**src/rtl/clock_register.sv**
```systemverilog
// rtl/clock_register.sv - BCD time-of-day register with button set mode
// Optional 12-hour mode with o_pm output when CLOCK_12HR_EN is defined.
module clock_register #(
  parameter int SYNC_STAGES = 2
) (
  input  logic       clk,
  input  logic       reset,
  input  logic       ena_1hz,
  input  logic       ena_set,
  input  logic       i_fast_set,
  input  logic       i_set_hours,
  input  logic       i_set_minutes,
  output logic [7:0] o_hours,
  output logic [7:0] o_minutes,
  output logic [7:0] o_seconds,
`ifdef CLOCK_12HR_EN
  output logic       o_pm,
`endif
  output logic       o_setting
);

  typedef enum logic {RUN = 1'b0, SET = 1'b1} state_t;

`ifdef CLOCK_12HR_EN
  localparam logic [7:0] HOURS_INIT = 8'h12;
`else
  localparam logic [7:0] HOURS_INIT = 8'h00;
`endif

  state_t state, next_state;
  logic [SYNC_STAGES-1:0] sync_hours, sync_minutes, sync_fast;
  logic set_hours, set_minutes, fast_set, strobe;
  logic [7:0] hours, minutes, seconds;
  logic pm;

  // Seconds and minutes share the same 00..59 BCD counter.
  function automatic logic [7:0] inc_sixty(input logic [7:0] v);
    if (v[3:0] == 4'd9)
      inc_sixty = (v[7:4] == 4'd5) ? 8'h00 : {v[7:4] + 4'd1, 4'd0};
    else
      inc_sixty = {v[7:4], v[3:0] + 4'd1};
  endfunction

  function automatic logic [7:0] inc_hours(input logic [7:0] v);
`ifdef CLOCK_12HR_EN
    if (v == 8'h12)
      inc_hours = 8'h01;
    else if (v == 8'h11)
      inc_hours = 8'h12;
`else
    if (v == 8'h23)
      inc_hours = 8'h00;
`endif
    else if (v[3:0] == 4'd9)
      inc_hours = {v[7:4] + 4'd1, 4'd0};
    else
      inc_hours = {v[7:4], v[3:0] + 4'd1};
  endfunction

  always_ff @(posedge clk) begin
    if (reset) begin
      sync_hours   <= '0;
      sync_minutes <= '0;
      sync_fast    <= '0;
    end else begin
      sync_hours   <= {sync_hours[SYNC_STAGES-2:0], i_set_hours};
      sync_minutes <= {sync_minutes[SYNC_STAGES-2:0], i_set_minutes};
      sync_fast    <= {sync_fast[SYNC_STAGES-2:0], i_fast_set};
    end
  end

  assign set_hours   = sync_hours[SYNC_STAGES-1];
  assign set_minutes = sync_minutes[SYNC_STAGES-1];
  assign fast_set    = sync_fast[SYNC_STAGES-1];

  always_comb begin
    next_state = state;
    strobe     = fast_set ? ena_set : ena_1hz;
    case (state)
      RUN: if (set_hours || set_minutes) next_state = SET;
      SET: if (!set_hours && !set_minutes) next_state = RUN;
      default: next_state = RUN;
    endcase
  end

  always_ff @(posedge clk) begin
    if (reset) begin
      state   <= RUN;
      hours   <= HOURS_INIT;
      minutes <= 8'h00;
      seconds <= 8'h00;
      pm      <= 1'b0;
    end else begin
      state <= next_state;
      if (state == RUN) begin
        // Entry edge only clears seconds; time does not also tick here.
        if (next_state == SET) begin
          seconds <= 8'h00;
        end else if (ena_1hz) begin
          seconds <= inc_sixty(seconds);
          if (seconds == 8'h59) begin
            minutes <= inc_sixty(minutes);
            if (minutes == 8'h59) begin
              hours <= inc_hours(hours);
              if (hours == 8'h11) pm <= ~pm;
            end
          end
        end
      end else begin
        seconds <= 8'h00;
        if (strobe) begin
          if (set_minutes) minutes <= inc_sixty(minutes);
          if (set_hours) begin
            hours <= inc_hours(hours);
            if (hours == 8'h11) pm <= ~pm;
          end
        end
      end
    end
  end

  assign o_hours   = hours;
  assign o_minutes = minutes;
  assign o_seconds = seconds;
  assign o_setting = (state == SET);

`ifdef CLOCK_12HR_EN
  assign o_pm = pm;
`else
  logic unused_pm;
  assign unused_pm = pm;
`endif

endmodule

```
**config.mk**
```make
export PLATFORM = sky130hd
export DESIGN_NAME = clock_register
export DESIGN_NICKNAME = d
export VERILOG_FILES = /design/src/rtl/clock_register.sv
export SDC_FILE = /design/constraint.sdc
export NUM_CORES = 1
export LEC_CHECK = 0
export CORE_MARGIN = 2
export CORE_UTILIZATION = 45
export CTS_BUF_LIST = sky130_fd_sc_hd__clkbuf_8
export CTS_CLUSTER_DIAMETER = 200
export DETAILED_ROUTE_END_ITERATION = 8
export GPL_TIMING_DRIVEN = 0
export PLACE_DENSITY_LB_ADDON = 0.3
export SETUP_SLACK_MARGIN = 0.4
export SYNTH_ARGS = -nofsm -noshare
export SYNTH_HDL_FRONTEND = slang
export SYNTH_SLANG_ARGS = --single-unit
```
**constraint.sdc**
```tcl
create_clock -name clk -period 1.6 [get_ports clk]
set_input_delay 0.32 -clock clk [delete_from_list [all_inputs] [get_ports clk]]
set_output_delay 0.32 -clock clk [all_outputs]
set_load 0.005 [all_outputs]
```
After elaboration in Yosys (flattened, before gate mapping):

Index checks and enable logic that the tools add are counted.

* output and inout port bits: 25
* register bits after elaboration: 31
* word-level logic and storage cells: 61

* reduce and logical (&&, ||, !) cells: 11
* equal/unequal tests: 12
* multiplexer cells: 23
* $add $sub $neg: 6
* bitwise logic cells: 1

Operators with widths (count)
* $mux W8: 18
* $add A4 B1 Y4 const B: 6
* $eq A8 B7 Y1 const B: 2
* $eq A4 B4 Y1 const B: 3
* $eq A4 B3 Y1 const B: 2
* $eq A8 B6 Y1 const B: 1
* $ne A2 B1 Y1 const B: 3
* $reduce_and A6 Y1: 1
* $reduce_bool A2 Y1: 3
* $reduce_and A5 Y1: 1
* $mux W4: 1
* $mux W1: 3
* $reduce_or A3 Y1: 1
* $logic_not A1 Y1: 2
* $ne A2 B2 Y1 const B: 1
* $pmux W1 S2: 1
* $reduce_and A2 Y1: 1
* $logic_and A1 B1 Y1: 1
* $logic_or A1 B1 Y1: 1
* $not A1 Y1: 1

Depth between registers and ports, before layout:

Gate-level depths: netlist (run 1).

* word-level depth: 8
* depth in mapped cells: 7

Worst setup path after synthesis (run 1):

No wires, ideal clock.

* path type: register to register
* from: register hours[0] (netlist: o_hours[0])
* to: register hours[7] (netlist: o_hours[7])
* cell stages (with the launch flop): 7
* required time: 1.468 ns
* arrival: 1.496 ns
* slack: -0.028 ns
* path buffers: 0
* path through: dfxtp_1 ha_1 nand2_1 o41ai_1 and2_1 and2_1 o311ai_1

* longest elaborated chain between the ends: 8
* elaborated cells between the ends (all ways): 11

RTL lines
* start: declaration: line 33 `logic [7:0] hours, minutes, seconds;`
* start signal: assignment: line 104 `hours <= inc_hours(hours);`
* start signal: assignment: line 114 `hours <= inc_hours(hours);`
* $eq A4 B4 Y1: line 54 `else if (v[3:0] == 4'd9)`
* $mux W8
* $mux W8 *: line 51 `if (v == 8'h23)`
* $mux W8: line 103 `if (minutes == 8'h59) begin`
* $mux W8: line 101 `if (seconds == 8'h59) begin`
* $mux W8: line 99 `end else if (ena_1hz) begin`
* $mux W8: line 97 `if (next_state == SET) begin`
* $mux W8 *: line 95 `if (state == RUN) begin`

Every way passes the cells marked *; elsewhere a longest branch is shown, timed or not. The select of a mux whose other input is x is not followed.
A chain may end at the register's enable or synchronous reset.

Final worst setup path (run 1):

* from: register seconds[2] (netlist: o_seconds[2])
* to: register minutes[7] (netlist: o_minutes[7])

* longest elaborated chain between the ends: 3

RTL lines
* start: declaration: line 33
* start signal: assignment: line 100 `seconds <= inc_sixty(seconds);`
* $eq A8 B7 Y1: line 101
* $reduce_bool A2 Y1 (no line)
* $reduce_and A5 Y1 (no line)
* end signal: assignment: line 102 `minutes <= inc_sixty(minutes);`
* end signal: assignment: line 112 `if (set_minutes) minutes <= inc_sixty(minutes);`
* end: declaration: line 33

Every way passes these cells.

==> out/results.ini, run 1 <==
[clocking]
cts_tree=done
cts-htree-levels=2
clock_latency_ns=0.30
cts-root-buf=clkbuf_8
holdBufCountCts=0
clock-sinks=31
cts_buffer_depth=2
cts-buffers-inserted=5
path_clk_slew_ns=0.08

[yosys]
yosys_warnings=0
synth_area_sq_um=1438
synth-edff-count=0
synthArstFlopShare_pct=0
synth-seq-cells=31
syn_area_per_cell_sq_um=8.660
syn_nets=177
ys_seq_area_share_pct=43.17
synth_top_area_share_pct=43.17
synth_area_leaders=dfxtp_1 43%, a21oi_1 4.9%, nor2_1 4.7%
syn_inst=166
yosysUniqueCellTypes=38
ys.flop_type=dfxtp_1
synth_area_leader_cell=dfxtp_1

[detailed_routing]
wire_per_inst_um=19.39
drt_wl_total_um=5874
drt_first_pass_iters=4
via_count=1718
dr.first_iter.drc_count=135
drc=0
drt-vias-per-instance=5.670
final_antenna_net_count=0

[worst_setup_path]
startpoint_type=flop
path_class=flop to flop
crit_required_ns=1.75
cp-end-kind=flop
arrival_ns=1.92
crit_fanout=4

[power_and_ir_drop]
swShare_pct=23.29
intPower_mw=1.315
p_per_area_nw_per_um2=620.2
seq_power_share_pct=44.6
clock_power_share_pct=48.8
power_leakage_nw=1.106
max-vdd-ir-drop_mv=0.6428
switching_power_mw=0.3992
pwr-share-comb_pct=6.6

[place]
placed_cell_area_sq_um=1849
gp_congestion=0.8498
place_inst=240
place_hpwl_um=2184
port_buffers=30

[worst_hold_path]
min_path_type=flop to flop

[timing]
maxSlewViolCount=0
rsz0062_at_grt=true
tightest_slew_ns=0.6436
fmax_ghz=0.5658
hold_viol=0
finalCriticalPeriod_ns=1.767
min_period_over_period_pct=110.5
skew_ns=0.01147
slew-limit-headroom_pct=57.09
fin_tns_setup_ns=-1.229
setup_ws_ns=-0.1673
finalSetupViolCount=13

[finish]
ff_latch_area_sq_um=698.2
multiInputGateArea_sq_um=1046
syn2layout_area_growth_pct=92.25
final_net_count=269
final_cells=303
fin_area_sq_um=2764
drive_gt1_share_pct=57.92
antenna_cells=0
fill_cells=126

[global_routing]
grt_util_all_layers_pct=29.37
grt_pass1_vias=1646
antenna_found_initial=0
overflow=0
grt_pass1_wl_um=7665
grt_max_degree=11

[run_status]
violations=negative setup slack
status=finished, violations left

[floorplan]
core_sq_um=3053
rows=20
die_y_um=60.52
die_w_um=60.52
die-area_sq_um=3663
io_pins=32
initial_core_util_pct=47.09

[job]
maxCapViolCount=0

[cell usage after synthesis, types with 2 or more instances]
| master | number |
|---|---|
| o21ai_0 | 3 |
| a21oi_1 | 14 |
| nor2_1 | 18 |
| ha_1 | 4 |
| nand2b_1 | 5 |
| dfxtp_1 | 31 |
| a311oi_1 | 2 |
| and2_1 | 5 |
| nor2b_1 | 7 |
| nor3b_1 | 4 |
| and3_1 | 2 |
| xnor2_1 | 4 |
| nand3b_1 | 2 |
| nand3_1 | 11 |
| o31ai_1 | 2 |
| nand2_1 | 12 |
| or3_1 | 2 |
| mux2i_1 | 5 |
| inv_1 | 8 |
| clkbuf_1 | 4 |
| nor3_1 | 4 |
[cell families (layout without fill, tap and decap cells)]
logic type | Yosys count | in the layout | share of synthesized area, %
AND/OR/NAND/NOR | 76 | 76 | 28.37
adder cells (fa/ha/maj) | 4 | 4 | 3.481
multiplexers | 7 | 7 | 5.048
XOR/XNOR | 5 | 5 | 3.046
buffers and inverters | 12 | 105 | 3.133
AO/OA/AOI/OAI | 31 | 31 | 13.75
flip-flops | 31 | 31 | 43.17
[state kept, by name (all words and copies together) (netlist names)]
name and cells:
o_minutes 8, sync_fast 2, o_hours 8, sync_minutes 2
o_setting 1, o_seconds 8, sync_hours 2
[layout make-up]
class	count	share of cell area, %
Buffer	4	0.5885
Clock buffer	6	2.988
Clock inverter	2	1.268
Inverter	8	1.086
Multi-Input combinational cell	123	37.85
Sequential cell	31	25.26
Tap cell	44	1.992
Timing Repair Buffer	85	28.97
[placed cells by master, fill, tap and decap left out, types with 4 or more instances in the layout]
cell | netlist | layout
buf_6 | 0 | 35
buf_4 | 0 | 33
nor2_1 | 18 | 18
dfxtp_4 | 0 | 18
nand2_1 | 12 | 8
dfxtp_2 | 0 | 8
inv_1 | 8 | 7
nand3_1 | 11 | 7
a21oi_1 | 14 | 7
nor2b_1 | 7 | 7
clkdlybuf4s15_1 | 0 | 7
a21oi_2 | 0 | 6
clkbuf_8 | 0 | 6
mux2i_1 | 5 | 5
dfxtp_1 | 31 | 5
nand2_2 | 0 | 4
nand2b_1 | 5 | 4
clkbuf_2 | 0 | 4
xnor2_1 | 4 | 4
clkdlybuf4s50_1 | 0 | 4
[layer usage]
| layer | wire length (um) | vias up | track usage, % |
|---|---|---|---|
| met5 | 0 | - | 0 |
| met4 | 245 | 0 | 13.35 |
| met3 | 387 | 31 | 8.955 |
| met2 | 2960 | 94 | 54.35 |
| met1 | 2280 | 822 | 30.30 |
| li1 | - | 771 | - |
[worst max-delay path: stages (launching register included)]
cell      delay (ns)
dfxtp_4         0.35
and4bb_2        0.34
nand4_4         0.16
buf_6           0.19
buf_4           0.13
a211oi_2        0.22
xnor2_1         0.16
nor2_1          0.07
[final timing paths]
kind	from	endpoint	slack, ns	cells past startpoint
worst max register to register	o_seconds[2]$_SDFFE_PP0P_	o_minutes[7]$_SDFFE_PP0P_	-0.17	7
worst max-delay path	o_seconds[2]$_SDFFE_PP0P_	o_minutes[7]$_SDFFE_PP0P_	-0.17	7
worst min-delay path	sync_hours[0]$_SDFF_PP0_	sync_hours[1]$_SDFF_PP0_	0.47	1
worst min register to register	sync_hours[0]$_SDFF_PP0_	sync_hours[1]$_SDFF_PP0_	0.47	1
[timing repair]
action	CTS	global route
endpoints found under the setup margin	47	47
buffers inserted	38	17
gates resized for setup	149	50
pin swaps	13	15
[power groups by stage]
| stage | Sequential [mW] | Clock (mW) | Combinational [mW] |
|---|---|---|---|
| final | 0.765 | 0.836 | 0.113 |
| after global routing | 0.766 | 0.871 | 0.119 |
| after CTS | 0.768 | 0.812 | 0.0885 |
| after detailed placement | 0.810 | 0 | 0.0726 |
| after global placement | 0.810 | 0 | 0.0706 |
| after floorplan | 0.809 | 0 | 0.0394 |
[per-stage QoR]
step                      hold WS [ns]  power (mW)  setup slack, ns  util [%]
after global routing            0.4770       1.757          -0.2156     90.53
after detailed placement        0.4363      0.8829          -0.5071     60.57
after global placement          0.4178      0.8801          -0.4626     60.57
final                           0.4674       1.714          -0.1673     90.53
after floorplan                 0.4138      0.8486          0.06005         -
after CTS                       0.4494       1.668         -0.03600     81.02
No activity file was read; power rests on OpenSTA's default activity.
==> run 2: changes to the inputs <==
--- a/config.mk
+++ b/config.mk
@@ -12,6 +12,7 @@
 export DETAILED_ROUTE_END_ITERATION = 8
 export GPL_TIMING_DRIVEN = 0
 export PLACE_DENSITY_LB_ADDON = 0.3
+export RECOVER_POWER = 100
 export SETUP_SLACK_MARGIN = 0.4
 export SYNTH_ARGS = -nofsm -noshare
 export SYNTH_HDL_FRONTEND = slang
==> out/results.ini, run 2 (synthesized netlist as in run 1, its figures left out) <==
[worst_setup_path]
cp-end-kind=flop
path_cells=and4bb_2 > nand4_4 > buf_6 > buf_4 > a211oi_2 > xnor2_1 > nor2_1
critPathMaxStageDelay_ns=0.35  ; about the same
crit_required_ns=1.75  ; about the same
slowest_stage=dfxtp_4
path_class=flop to flop
crit_fanout=4  ; unchanged
arrival_ns=1.92  ; about the same
critical_path_buf_inv_count=2  ; unchanged
crit_family=simple AND/OR/NAND/NOR gates
startpoint_type=flop

[power_and_ir_drop]
power_leakage_nw=1.104  ; -0.15%
max-vdd-ir-drop_mv=0.6439  ; +0.16%
clock_power_share_pct=48.7  ; about the same
swShare_pct=23.29  ; about the same
seq_power_share_pct=44.7  ; about the same
p_per_area_nw_per_um2=623.5  ; +0.53%
switching_power_mw=0.4002  ; +0.26%
power.total_mw=1.719  ; +0.26%
intPower_mw=1.319  ; +0.26%
pwr-share-comb_pct=6.6  ; about the same

[detailed_routing]
via_count=1722  ; +0.23%
drt_first_pass_iters=4  ; unchanged
drt-vias-per-instance=5.683  ; +0.23%
drc=0  ; unchanged
dr.first_iter.drc_count=139  ; +3.0%
wire_per_inst_um=19.51  ; +0.63%
drt_wl_total_um=5911  ; +0.63%
final_antenna_net_count=0  ; unchanged

[clocking]
path_clk_slew_ns=0.08  ; about the same
cts_tree=done
holdBufCountCts=0  ; unchanged
clock-sinks=31  ; unchanged
cts-buffers-inserted=5  ; unchanged
clock_latency_ns=0.30  ; about the same
cts-htree-levels=2  ; unchanged
cts_buffer_depth=2  ; unchanged
cts-root-buf=clkbuf_8

[floorplan]
core_sq_um=3053  ; unchanged
die-area_sq_um=3663  ; unchanged
io_pins=32  ; unchanged
die_w_um=60.52  ; unchanged
die_y_um=60.52  ; unchanged
rows=20  ; unchanged
initial_core_util_pct=47.09  ; unchanged

[finish]
multiInputGateArea_sq_um=1046  ; unchanged
antenna_cells=0  ; unchanged
final_util_pct=90.29  ; -0.25 points
final_net_count=269  ; unchanged
syn2layout_area_growth_pct=91.73
fill_cells=130  ; +3.2%
fin_area_sq_um=2756  ; -0.27%
ff_latch_area_sq_um=690.7  ; -1.1%
layout_common_cells=35 x buf_6, 33 x buf_4, 18 x nor2_1
final_cells=303  ; unchanged
final_common_cell=buf_6
drive_gt1_share_pct=57.14  ; -0.77 points

[worst_hold_path]
min_path_type=flop to flop

[timing]
finalCriticalPeriod_ns=1.769  ; +0.001500 ns
tightest_slew_ns=0.6763  ; +0.03268 ns
slew-limit-headroom_pct=54.91  ; -2.2 points
setup_ws_ns=-0.1688  ; -0.001500 ns
fin_tns_setup_ns=-1.266  ; -0.03639 ns
finalSetupViolCount=13  ; unchanged
skew_ns=0.01176  ; +0.0002907 ns
hold_viol=0  ; unchanged
rsz0062_at_grt=true
maxSlewViolCount=0  ; unchanged
min_period_over_period_pct=110.5  ; about the same
fmax_ghz=0.5654  ; about the same

[run_status]
status=finished, violations left
violations=negative setup slack

[global_routing]
antenna_found_initial=0  ; unchanged
grt_busiest_layer=met2
grt_max_degree=11  ; unchanged
grtUsageMet3_pct=8.955  ; unchanged
met1_usage_pct=30.30  ; unchanged
grt_pass1_vias=1646  ; unchanged
overflow=0  ; unchanged
grt_util_all_layers_pct=29.37  ; unchanged
use_met2_pct=54.35  ; unchanged
grt_pass1_wl_um=7665  ; unchanged

[place]
gp_congestion=0.8498  ; unchanged
port_buffers=30  ; unchanged
place_hpwl_um=2184  ; unchanged
place_inst=240  ; unchanged
placed_cell_area_sq_um=1849  ; unchanged

[job]
maxCapViolCount=0  ; unchanged

run 2: final cells by class:
class	instances	share of cell area [%]
buffer	4	0.5901
inverter	8	1.089
timing repair buffer	85	29.05
multi-input combinational	123	37.95
tap	44	1.997
sequential	31	25.06
clock inverter	2	1.271
clock buffer	6	2.996
run 2: path summary, 6_finish.rpt:
check	end	start	slack, ns	cells after the start
min	sync_hours[1]$_SDFF_PP0_	sync_hours[0]$_SDFF_PP0_	0.47	1
max	o_minutes[7]$_SDFFE_PP0P_	o_seconds[2]$_SDFFE_PP0P_	-0.17	7
min reg2reg	sync_hours[1]$_SDFF_PP0_	sync_hours[0]$_SDFF_PP0_	0.47	1
max reg2reg	o_minutes[7]$_SDFFE_PP0P_	o_seconds[2]$_SDFFE_PP0P_	-0.17	7
run 2: power by group through the flow:
stage / Sequential (mW) / Clock [mW] / Combinational, mW
4_1_cts: 0.768 / 0.812 / 0.0885
2_1_floorplan: 0.809 / 0 / 0.0394
3_5_place_dp: 0.810 / 0 / 0.0726
5_1_grt: 0.769 / 0.871 / 0.119
3_3_place_gp: 0.810 / 0 / 0.0706
6_report: 0.769 / 0.837 / 0.113
run 2: through the flow:
stage	worst slack (ns)	hold WS (ns)
6_report	-0.1688	0.4675
5_1_grt	-0.2156	0.4770
4_1_cts	-0.03600	0.4494
3_5_place_dp	-0.5071	0.4363
3_3_place_gp	-0.4626	0.4178
2_1_floorplan	0.06005	0.4138
run 2: worst reg2reg max path, stage by stage (launching register included):
cell      delay (ns)
dfxtp_4         0.35
and4bb_2        0.34
nand4_4         0.16
buf_6           0.19
buf_4           0.13
a211oi_2        0.22
xnor2_1         0.16
nor2_1          0.07
run 2: what timing repair did:
item	CTS	global route
gates resized for setup	149	50
setup endpoints to repair	47	47
pin swaps	13	15
setup buffers	38	17
run 2: layer usage:
layer,wire length [um],part of all wire (%)
met4,240,4.1
met2,2978,50
met3,399,6.8
met5,0,0
met1,2291,39
==> run 3: changes to the inputs <==
--- a/config.mk
+++ b/config.mk
@@ -13,7 +13,9 @@
 export GPL_TIMING_DRIVEN = 0
 export PLACE_DENSITY_LB_ADDON = 0.3
 export RECOVER_POWER = 100
+export REMOVE_ABC_BUFFERS = 1
 export SETUP_SLACK_MARGIN = 0.4
+export SLEW_MARGIN = 20
 export SYNTH_ARGS = -nofsm -noshare
 export SYNTH_HDL_FRONTEND = slang
 export SYNTH_SLANG_ARGS = --single-unit
==> out/results.ini, run 3 (synthesized netlist as in run 1, its figures left out) <==
[run_status]
status=finished, violations left
violations=negative setup slack

[timing]
skew_ns=0.003929  ; -0.007832 ns
min_period_over_period_pct=106.5  ; -4.0 points
finalCriticalPeriod_ns=1.704  ; -0.06435 ns
fmax_ghz=0.5867  ; +3.8%
rsz0062_at_grt=true
finalSetupViolCount=8  ; -5
maxSlewViolCount=0  ; unchanged
hold_viol=0  ; unchanged
fin_tns_setup_ns=-0.3404  ; +0.9253 ns
setup_ws_ns=-0.1044  ; +0.06435 ns
fin_hold_ws_ns=0.4352  ; -0.03228 ns
tightest_slew_ns=0.5064  ; -0.1699 ns
slew-limit-headroom_pct=66.24  ; +11 points

[power_and_ir_drop]
seq_power_share_pct=50.8  ; +6.1 points
p_per_area_nw_per_um2=624.8  ; +0.21%
switching_power_mw=0.3309  ; -17%
clock_power_share_pct=43.4  ; -5.3 points
swShare_pct=21.65  ; -1.6 points
max-vdd-ir-drop_mv=0.6336  ; -1.6%
pwr-share-comb_pct=5.7  ; -0.9 points
power.total_mw=1.528  ; -11%
intPower_mw=1.198  ; -9.2%
power_leakage_nw=0.9387  ; -15%

[worst_setup_path]
slowest_stage=dfxtp_4
crit_fanout=6  ; +2
arrival_ns=1.85  ; -0.07 ns
rrSetupSlack_ns=-0.10  ; +0.06 ns
r2r_cells=6  ; -1
r2r-start=o_seconds[1]$_SDFFE_PP0P_
critPathMaxStageDelay_ns=0.34  ; about the same
path_cells=and4bb_2 > nand4_4 > buf_4 > a21oi_4 > mux2i_1 > nor2_1
r2r_end=o_minutes[5]$_SDFFE_PP0P_
path_class=flop to flop
crit_family=simple AND/OR/NAND/NOR gates
crit_required_ns=1.75  ; about the same
critical_path_buf_inv_count=1  ; -1
cp-startpoint=o_seconds[1]$_SDFFE_PP0P_
cp-end-kind=flop
startpoint_type=flop

[place]
pre_cts_slack_ns=-0.6713  ; -0.1642 ns
place_hpwl_um=2063  ; -5.5%
placed_cell_area_sq_um=1788  ; -3.3%
gp_congestion=0.8062  ; -5.1%
port_buffers=31  ; +3.3%

[clocking]
cts-buffers-inserted=5  ; unchanged
clock_latency_ns=0.28  ; -0.02 ns
cts_buffer_depth=2  ; unchanged
holdBufCountCts=0  ; unchanged
clock-sinks=31  ; unchanged
path_clk_slew_ns=0.06  ; -0.02 ns
cts_tree=done
cts-htree-levels=2  ; unchanged
cts-root-buf=clkbuf_8

[global_routing]
grt_pass1_vias=1373  ; -17%
grt_pass1_wl_um=5954  ; -22%
overflow=0  ; unchanged
grt_util_all_layers_pct=21.92  ; -7.5 points
grt_max_degree=29  ; +18
antenna_found_initial=0  ; unchanged

[floorplan]
die-area_sq_um=3663  ; unchanged
core_sq_um=3053  ; unchanged
initial_core_util_pct=47.09  ; unchanged
die_y_um=60.52  ; unchanged
rows=20  ; unchanged
io_pins=32  ; unchanged
die_w_um=60.52  ; unchanged

[worst_hold_path]
min_path_type=flop to flop
holdPathEnd=sync_hours[1]$_SDFF_PP0_
hp-start=sync_hours[0]$_SDFF_PP0_
worstHoldPathCells=1  ; unchanged

[finish]
antenna_cells=0  ; unchanged
fill_cells=215  ; +65%
layout_common_cells=28 x buf_4, 19 x buf_6, 18 x nor2_1
drive_gt1_share_pct=48.13  ; -9.0 points
final_common_cell=buf_4
final_net_count=251  ; -6.7%
fin_area_sq_um=2446  ; -11%
ff_latch_area_sq_um=676.9  ; -2.0%
multiInputGateArea_sq_um=950.9  ; -9.1%
syn2layout_area_growth_pct=70.15

[detailed_routing]
wire_per_inst_um=13.40  ; -31%
drt-vias-per-instance=5.091  ; -10%
drt_first_pass_iters=4  ; unchanged
via_count=1451  ; -16%
final_antenna_net_count=0  ; unchanged
drt_wl_total_um=3819  ; -35%
dr.first_iter.drc_count=69  ; -50%
drc=0  ; unchanged

[job]
maxCapViolCount=0  ; unchanged

[run 3: how the worst max path moves through the flow]
| stage | end | cells past startpoint |
|---|---|---|
| after floorplan | o_hours[7]$_SDFFE_PP0P_ | 6 |
| after global placement | o_hours[7]$_SDFFE_PP0P_ | 6 |
| after detailed placement | o_hours[7]$_SDFFE_PP0P_ | 6 |
| after CTS | o_hours[1]$_SDFFE_PP0P_ | 5 |
| after global routing | o_hours[2]$_SDFFE_PP0P_ | 7 |
| final | o_minutes[5]$_SDFFE_PP0P_ | 6 |
[run 3: routing by layer]
layer	vias to the layer above	routed length, um	GRT usage, %
met4	0	49	9.317
li1	729	-	-
met2	28	1998	37.73
met3	6	107	6.610
met5	-	0	0
met1	688	1663	25.33
[run 3: repair_timing]
| item | 4_1_cts | 5_1_grt |
|---|---|---|
| pin swaps | 20 | 10 |
| endpoints found under the setup margin | 56 | 48 |
| gates resized for setup | 126 | 29 |
| setup buffers | 26 | 14 |
[run 3: final cells by class]
class                           instances  share of cell area, %
Clock buffer                            7                  3.939
Clock inverter                          1                 0.1535
Inverter                                8                  1.228
Multi-Input combinational cell        123                  38.87
Sequential cell                        31                  27.67
Tap cell                               44                  2.251
Timing Repair Buffer                   71                  25.88
[run 3: stage by stage]
stage / std cells / utilization (%)
after global routing: 285 / 80.12
final: 285 / 80.12
after detailed placement: 237 / 58.57
after global placement: 237 / 58.57
after floorplan: 162 / -
after CTS: 271 / 74.10
[run 3: power groups by stage]
stage | sequential [mW] | combinational [mW] | clock [mW]
after floorplan | 0.808 | 0.0277 | 0
after global placement | 0.809 | 0.0658 | 0
after detailed placement | 0.810 | 0.0679 | 0
after CTS | 0.775 | 0.0776 | 0.674
after global routing | 0.778 | 0.0942 | 0.715
final | 0.777 | 0.0876 | 0.664
